### src/rtl/lpc_frame_reader_pkg.sv
// rtl/lpc_frame_reader_pkg.sv - shared widths, length clamp and reader state encoding
package lpc_pkg;
    localparam int ADDR_W = 11;
    localparam int DATA_W = 16;
    localparam int LEN_W  = 12;

    localparam logic [LEN_W-1:0] LEN_MAX = LEN_W'(2 ** ADDR_W);

    typedef enum logic [1:0] {
        ST_IDLE,
        ST_READ,
        ST_DRAIN,
        ST_DONE
    } reader_state_t;

    function automatic logic [LEN_W-1:0] clamp_len(input logic [LEN_W-1:0] len);
        return (len > LEN_MAX) ? LEN_MAX : len;
    endfunction
endpackage

### src/rtl/lpc_frame_reader_if.sv
// rtl/lpc_frame_reader_if.sv - control, sample-RAM port 2 and sample stream bundle
interface lpc_frame_reader_if;
    import lpc_pkg::*;

    logic              start;
    logic [ADDR_W-1:0] base_addr;
    logic [LEN_W-1:0]  frame_len;
    logic              busy;
    logic              done;

    logic [ADDR_W-1:0] mem_address;
    logic              mem_chipselect;
    logic              mem_clken;
    logic              mem_write;
    logic [1:0]        mem_byteenable;
    logic [DATA_W-1:0] mem_readdata;

    logic [DATA_W-1:0] src_data;
    logic              src_valid;
    logic              src_ready;
    logic              src_sop;
    logic              src_eop;

    modport master (
        input  start, base_addr, frame_len, mem_readdata, src_ready,
        output busy, done, mem_address, mem_chipselect, mem_clken, mem_write,
               mem_byteenable, src_data, src_valid, src_sop, src_eop
    );

    modport slave (
        output start, base_addr, frame_len, mem_readdata, src_ready,
        input  busy, done, mem_address, mem_chipselect, mem_clken, mem_write,
               mem_byteenable, src_data, src_valid, src_sop, src_eop
    );
endinterface

### src/rtl/lpc_frame_reader_skid_fifo.sv
// rtl/lpc_frame_reader_skid_fifo.sv - two-entry landing buffer for RAM read data
module lpc_skid_fifo #(
    parameter int WIDTH = 18
) (
    input  logic             clk,
    input  logic             reset,
    input  logic             push,
    input  logic [WIDTH-1:0] push_data,
    input  logic             pop,
    output logic [WIDTH-1:0] pop_data,
    output logic [1:0]       count
);
    logic [WIDTH-1:0] mem [2];
    logic             wr_ptr;
    logic             rd_ptr;

    // The reader's credit scheme guarantees no push when full and no pop when empty.
    always_ff @(posedge clk or posedge reset) begin
        if (reset) begin
            mem[0] <= '0;
            mem[1] <= '0;
            wr_ptr <= 1'b0;
            rd_ptr <= 1'b0;
            count  <= 2'd0;
        end else begin
            if (push) begin
                mem[wr_ptr] <= push_data;
                wr_ptr      <= ~wr_ptr;
            end
            if (pop) begin
                rd_ptr <= ~rd_ptr;
            end
            count <= count + {1'b0, push} - {1'b0, pop};
        end
    end

    assign pop_data = mem[rd_ptr];
endmodule

### src/rtl/lpc_frame_reader.sv
// rtl/lpc_frame_reader.sv - streams one frame of samples from RAM port 2 to the LPC pipeline
module lpc_frame_reader
    import lpc_pkg::*;
(
    input  logic                clk,
    input  logic                reset,
    lpc_frame_reader_if.master  bus
);
    reader_state_t     state;
    logic [LEN_W-1:0]  len_q;
    logic [LEN_W-1:0]  issue_cnt;
    logic [LEN_W-1:0]  out_cnt;
    logic [ADDR_W-1:0] addr_q;
    logic              rd_pending;
    logic              rd_sop;
    logic              rd_eop;
    logic              busy_q;
    logic              done_q;
    logic [1:0]        fifo_count;
    logic [DATA_W+1:0] fifo_head;
    logic [LEN_W-1:0]  start_len;
    logic              issue;
    logic              pop;
    logic              last_issue;
    logic              last_pop;

    assign start_len  = clamp_len(bus.frame_len);
    assign pop        = bus.src_valid && bus.src_ready;
    assign last_issue = (issue_cnt == len_q - LEN_W'(1));
    assign last_pop   = (out_cnt == len_q - LEN_W'(1));

    // The beat leaving this cycle frees its slot, which keeps one read per clock with ready high.
    always_comb begin
        issue = 1'b0;
        if (state == ST_READ) begin
            issue = ({2'b00, rd_pending} + {1'b0, fifo_count}) < (3'd2 + {2'b00, pop});
        end
    end

    always_ff @(posedge clk or posedge reset) begin
        if (reset) begin
            state      <= ST_IDLE;
            len_q      <= '0;
            issue_cnt  <= '0;
            out_cnt    <= '0;
            addr_q     <= '0;
            rd_pending <= 1'b0;
            rd_sop     <= 1'b0;
            rd_eop     <= 1'b0;
            busy_q     <= 1'b0;
            done_q     <= 1'b0;
        end else begin
            done_q     <= 1'b0;
            rd_pending <= issue;
            rd_sop     <= issue && (issue_cnt == '0);
            rd_eop     <= issue && last_issue;
            if (issue) begin
                addr_q    <= addr_q + ADDR_W'(1);
                issue_cnt <= issue_cnt + LEN_W'(1);
            end
            if (pop) begin
                out_cnt <= out_cnt + LEN_W'(1);
            end
            case (state)
                ST_IDLE: begin
                    if (bus.start) begin
                        len_q     <= start_len;
                        addr_q    <= bus.base_addr;
                        issue_cnt <= '0;
                        out_cnt   <= '0;
                        if (start_len == '0) begin
                            state  <= ST_DONE;
                            done_q <= 1'b1;
                        end else begin
                            state  <= ST_READ;
                            busy_q <= 1'b1;
                        end
                    end
                end
                ST_READ: begin
                    if (issue && last_issue) begin
                        state <= ST_DRAIN;
                    end
                end
                ST_DRAIN: begin
                    if (pop && last_pop) begin
                        state  <= ST_DONE;
                        done_q <= 1'b1;
                        busy_q <= 1'b0;
                    end
                end
                ST_DONE: begin
                    state <= ST_IDLE;
                end
                default: begin
                    state <= ST_IDLE;
                end
            endcase
        end
    end

    lpc_skid_fifo #(.WIDTH(DATA_W + 2)) u_fifo (
        .clk       (clk),
        .reset     (reset),
        .push      (rd_pending),
        .push_data ({rd_sop, rd_eop, bus.mem_readdata}),
        .pop       (pop),
        .pop_data  (fifo_head),
        .count     (fifo_count)
    );

    assign bus.mem_address    = addr_q;
    assign bus.mem_chipselect = issue;
    assign bus.mem_clken      = issue;
    assign bus.mem_write      = 1'b0;
    assign bus.mem_byteenable = 2'b11;
    assign bus.src_valid      = (fifo_count != 2'd0);
    assign bus.src_data       = fifo_head[DATA_W-1:0];
    assign bus.src_sop        = bus.src_valid && fifo_head[DATA_W+1];
    assign bus.src_eop        = bus.src_valid && fifo_head[DATA_W];
    assign bus.busy           = busy_q;
    assign bus.done           = done_q;
endmodule

### src/flat_wrapper.sv
// flat-port wrapper written by rule: the top's interface ports become plain ports
module lpc_frame_reader_flat import lpc_pkg::*;
  (clk, reset, bus_start, bus_base_addr, bus_frame_len, bus_mem_readdata, bus_src_ready, bus_busy, bus_done, bus_mem_address, bus_mem_chipselect, bus_mem_clken, bus_mem_write, bus_mem_byteenable, bus_src_data, bus_src_valid, bus_src_sop, bus_src_eop);
  lpc_frame_reader_if bus_i ();
  input  logic clk;
  input  logic reset;
  input wire logic [$bits(bus_i.start)-1:0] bus_start;
  input wire logic [$bits(bus_i.base_addr)-1:0] bus_base_addr;
  input wire logic [$bits(bus_i.frame_len)-1:0] bus_frame_len;
  input wire logic [$bits(bus_i.mem_readdata)-1:0] bus_mem_readdata;
  input wire logic [$bits(bus_i.src_ready)-1:0] bus_src_ready;
  output wire logic [$bits(bus_i.busy)-1:0] bus_busy;
  output wire logic [$bits(bus_i.done)-1:0] bus_done;
  output wire logic [$bits(bus_i.mem_address)-1:0] bus_mem_address;
  output wire logic [$bits(bus_i.mem_chipselect)-1:0] bus_mem_chipselect;
  output wire logic [$bits(bus_i.mem_clken)-1:0] bus_mem_clken;
  output wire logic [$bits(bus_i.mem_write)-1:0] bus_mem_write;
  output wire logic [$bits(bus_i.mem_byteenable)-1:0] bus_mem_byteenable;
  output wire logic [$bits(bus_i.src_data)-1:0] bus_src_data;
  output wire logic [$bits(bus_i.src_valid)-1:0] bus_src_valid;
  output wire logic [$bits(bus_i.src_sop)-1:0] bus_src_sop;
  output wire logic [$bits(bus_i.src_eop)-1:0] bus_src_eop;
  assign bus_i.start = bus_start;
  assign bus_i.base_addr = bus_base_addr;
  assign bus_i.frame_len = bus_frame_len;
  assign bus_i.mem_readdata = bus_mem_readdata;
  assign bus_i.src_ready = bus_src_ready;
  assign bus_busy = bus_i.busy;
  assign bus_done = bus_i.done;
  assign bus_mem_address = bus_i.mem_address;
  assign bus_mem_chipselect = bus_i.mem_chipselect;
  assign bus_mem_clken = bus_i.mem_clken;
  assign bus_mem_write = bus_i.mem_write;
  assign bus_mem_byteenable = bus_i.mem_byteenable;
  assign bus_src_data = bus_i.src_data;
  assign bus_src_valid = bus_i.src_valid;
  assign bus_src_sop = bus_i.src_sop;
  assign bus_src_eop = bus_i.src_eop;
  lpc_frame_reader u_core (.clk(clk), .reset(reset), .bus(bus_i));
endmodule
### config.mk
export PLATFORM = sky130hd
export DESIGN_NAME = lpc_frame_reader_flat
export DESIGN_NICKNAME = d
export VERILOG_FILES = /design/src/rtl/lpc_frame_reader_pkg.sv /design/src/rtl/lpc_frame_reader_if.sv /design/src/rtl/lpc_frame_reader_skid_fifo.sv /design/src/rtl/lpc_frame_reader.sv /design/src/flat_wrapper.sv
export SDC_FILE = /design/constraint.sdc
export NUM_CORES = 1
export LEC_CHECK = 0
export CAP_MARGIN = 20
export CORE_MARGIN = 2
export CORE_UTILIZATION = 59
export DETAILED_ROUTE_END_ITERATION = 16
export HOLD_SLACK_MARGIN = 0.08
export PLACE_DENSITY = 0.84
export SLEW_MARGIN = 20
export SYNTH_ARGS = -nofsm -noshare
export SYNTH_HDL_FRONTEND = slang
export SYNTH_SLANG_ARGS = --single-unit
### constraint.sdc
create_clock -name clk -period 9.8 [get_ports clk]
set_input_delay 1.96 -clock clk [delete_from_list [all_inputs] [get_ports clk]]
set_output_delay 1.96 -clock clk [all_outputs]
set_load 0.02 [all_outputs]
==> impl_metrics.env <==
export IMPL_synth_seq_cells=94
export IMPL_ys_types=59
export IMPL_crit_family="buffers and inverters"
export IMPL_clockBufferDepth=2
export IMPL_grt_use_total=0.240
export IMPL_routabilityCongestion=0.904
export IMPL_synth_simple_area_share=0.173
export IMPL_antennaDiodeCount=0
export IMPL_post_route_min_period_ns=6.17
export IMPL_setup_viol=0
export IMPL_multi_input_area_sq_mm=0.00272
export IMPL_drt_initial_drc_count=215
export IMPL_outcome="completed"
export IMPL_worst_slew_pin_slew_ns=0.932
export IMPL_rsz0062_at_grt="false"
export IMPL_clk_latency_ns=0.37
export IMPL_synthFlopType="dfrtp_1"
export IMPL_final_area_sq_mm=0.00628
export IMPL_cts_num_sinks=94
export IMPL_clock_skew_ns=0.00927
export IMPL_fillers=649
export IMPL_dr_wl_met3_um=619
export IMPL_io_pins=80
export IMPL_critPathBufInv=2
export IMPL_crit_slowest_cell="clkdlybuf4s50_1"
export IMPL_critPathMaxStageDelay_ns=0.74
export IMPL_fmax_mhz=162
export IMPL_hold_class="reg -> reg"
export IMPL_r2r_setup_slack_ns=6.18
export IMPL_dp_slack_ns=3.64
export IMPL_setup_slack_ns=3.63
export IMPL_io_buffer_count=76
export IMPL_cts_resized=0
export IMPL_layout_nets=639
export IMPL_drc=0
export IMPL_synth_xor_area_share=0.0941
export IMPL_yosysTopAreaCell="dfrtp_1"
export IMPL_hold_ws_ns=0.485
export IMPL_grt_pass1_vias=4052
export IMPL_via_count=4023
export IMPL_drv_cap=0
export IMPL_die_x_um=99.0
export IMPL_synth_top_family_by_area="simple AND/OR/NAND/NOR gates"
export IMPL_drive_gt1_frac=0.141
export IMPL_worstPathRequired_ns=7.84
export IMPL_wl_met1_mm=4.92
export IMPL_seq_area_frac_synth=0.442
export IMPL_ys_async_sr_fraction=1.00
export IMPL_fp_coreArea_sq_mm=0.00872
export IMPL_ctsHoldBuffers=0
export IMPL_arrival_ns=4.21
export IMPL_initial_core_util=0.610
export IMPL_path_class="in -> out"
export IMPL_cts_setup_buffers=0
export IMPL_worstSetupEndpointType="output port"
export IMPL_drt_pass1_iterations=4
export IMPL_viasPerCell=5.77
export IMPL_highest_layer="met4"
export IMPL_cts_tree="yes"
export IMPL_die_h_um=99.0
export IMPL_grt_overflow=0
export IMPL_hold_viol=0
export IMPL_grt_pass1_wl_mm=19.1
export IMPL_synth_area_sq_mm=0.00532
export IMPL_clock_root_buffer="clkbuf_8"
export IMPL_detail_route_wl_per_cell_um=16.0
export IMPL_cts_buffers=9
export IMPL_ir_worst_vdd_uv=173
export IMPL_power_density_mw_per_mm2=315
export IMPL_p_total_mw=1.98
export IMPL_ant_nets=0
export IMPL_seq_area_sq_mm=0.00235
export IMPL_synthTopCellsByArea="dfrtp_1 (44%), mux2_2 (11%), xnor2_1 (4.9%)"
export IMPL_place_hpwl_mm=8.10
export IMPL_rows=34
export IMPL_htree_levels=3
export IMPL_stdcell_count=697
export IMPL_syn_mean_instance_area_sq_um=10.1
export IMPL_cp_cell_sequence="clkdlybuf4s50_1 > o21ai_0 > o21ai_0 > and2_1 > clkdlybuf4s50_1"
export IMPL_drv_slew=0
export IMPL_clk_pin_slew_ns=0.09
export IMPL_routed_wl_met2_mm=5.53
export IMPL_fin_crit_sh=0.629
export IMPL_grt_antenna_before_repair=0
export IMPL_synth_cells=529
export IMPL_leakagePower_nw=2.60
export IMPL_placed_area_sq_mm=0.00607
export IMPL_wl_mm=11.2
export IMPL_dp_cells=680
export IMPL_fp_dieArea_sq_mm=0.00979
export IMPL_ys_warn_count=0
export IMPL_areaGrowthSynthToFinish_pct=18.1
export IMPL_synth_edf_count=0
export IMPL_crit_fanout=17
export IMPL_synth_top_area_frac=0.442
export IMPL_synthMuxAreaShare=0.122
export IMPL_relSlewSlack=0.378
export IMPL_grt_max_degree=70
export IMPL_synthAdderAreaFrac=0.0282
export IMPL_setup_tns_ns=0
export IMPL_crit_path_start_kind="primary input"
export IMPL_post_route_util=0.720
export IMPL_synth_compound_area_share=0.0910
[flip-flops by register name, indices dropped and copies added, names as in the netlist]
name / cells
u_core.u_fifo.mem: 36
u_core.issue_cnt: 12
u_core.len_q: 12
u_core.out_cnt: 12
u_core.bus.mem_address: 11
u_core.state: 2
u_core.u_fifo.count: 2
u_core.bus.busy: 1
u_core.bus.done: 1
u_core.rd_eop: 1
u_core.rd_pending: 1
u_core.rd_sop: 1
u_core.u_fifo.rd_ptr: 1
u_core.u_fifo.wr_ptr: 1
[cells in the mapped netlist, types with 4 or more instances]
cell and count:
nor2_1 36, clkbuf_1 22, o21ai_0 31, mux2i_1 5
buf_1 5, and3_1 7, ha_1 12, inv_1 24
nand3_1 13, nand4_1 8, nor4_1 11, xnor2_1 30
a21oi_1 15, nor3_1 9, nor2b_1 6, nand2_1 52
xor2_1 22, nand3b_1 10, buf_4 4, mux2_2 52
dfrtp_1 94, or3_1 7
[layer usage]
layer,global-route usage,vias to the layer above
met1,0.321,1949
met5,0,-
met3,0.0390,10
met4,0.0643,0
met2,0.409,127
li1,-,1937
[layout make-up]
class,count,area share
multi-input combinational,376,0.432
sequential,94,0.375
timing repair buffer,78,0.127
tap,108,0.0215
clock buffer,9,0.0197
inverter,25,0.0151
clock inverter,7,0.0102
[power breakdown]
group | switching [mW] | internal [mW] | total (mW)
Clock | 0.148 | 0.0979 | 0.246
Sequential | 0.162 | 0.533 | 0.695
Combinational | 0.509 | 0.528 | 1.04
Total | 0.819 | 1.16 | 1.98
[layout by cell type (no fill, tap or decap), drive strengths merged, types with 3 or more instances in the layout]
cell type / count
dfrtp: 94
clkdlybuf4s50: 76
mux2: 53
nand2: 52
nor2: 36
o21ai: 31
xnor2: 30
inv: 27
xor2: 22
a21oi: 15
nand3: 13
ha: 12
nor4: 11
nand3b: 10
nor3: 9
clkbuf: 9
nand4: 8
or3: 8
and3: 7
nor2b: 6
mux2i: 5
or4: 4
a311o: 3
conb: 3
clkinv: 3
[cell families (layout without fill, tap and decap cells)]
| family | count (synthesis) | in the layout |
|---|---|---|
| buf+inv | 60 | 119 |
| fa+ha+maj | 12 | 12 |
| simple gates | 178 | 178 |
| mux | 58 | 58 |
| flops | 94 | 94 |
| xor+xnor | 54 | 54 |
| other cells | 2 | 3 |
| compound gates | 71 | 71 |
[path summary, 6_finish.rpt]
check,startpoint,end,cells past startpoint
min in group asynchronous,reset,u_core.bus.mem_address[6],2
worst min-delay path,u_core.u_fifo.wr_ptr,u_core.u_fifo.wr_ptr,1
worst min register to register,u_core.u_fifo.wr_ptr,u_core.u_fifo.wr_ptr,1
worst max register to register,u_core.len_q[0],u_core.state[1],9
worst max-delay path,bus_src_ready,bus_mem_chipselect,5
max in group asynchronous,reset,u_core.out_cnt[10],3
Note: power is estimated with default switching activity, not from simulation.
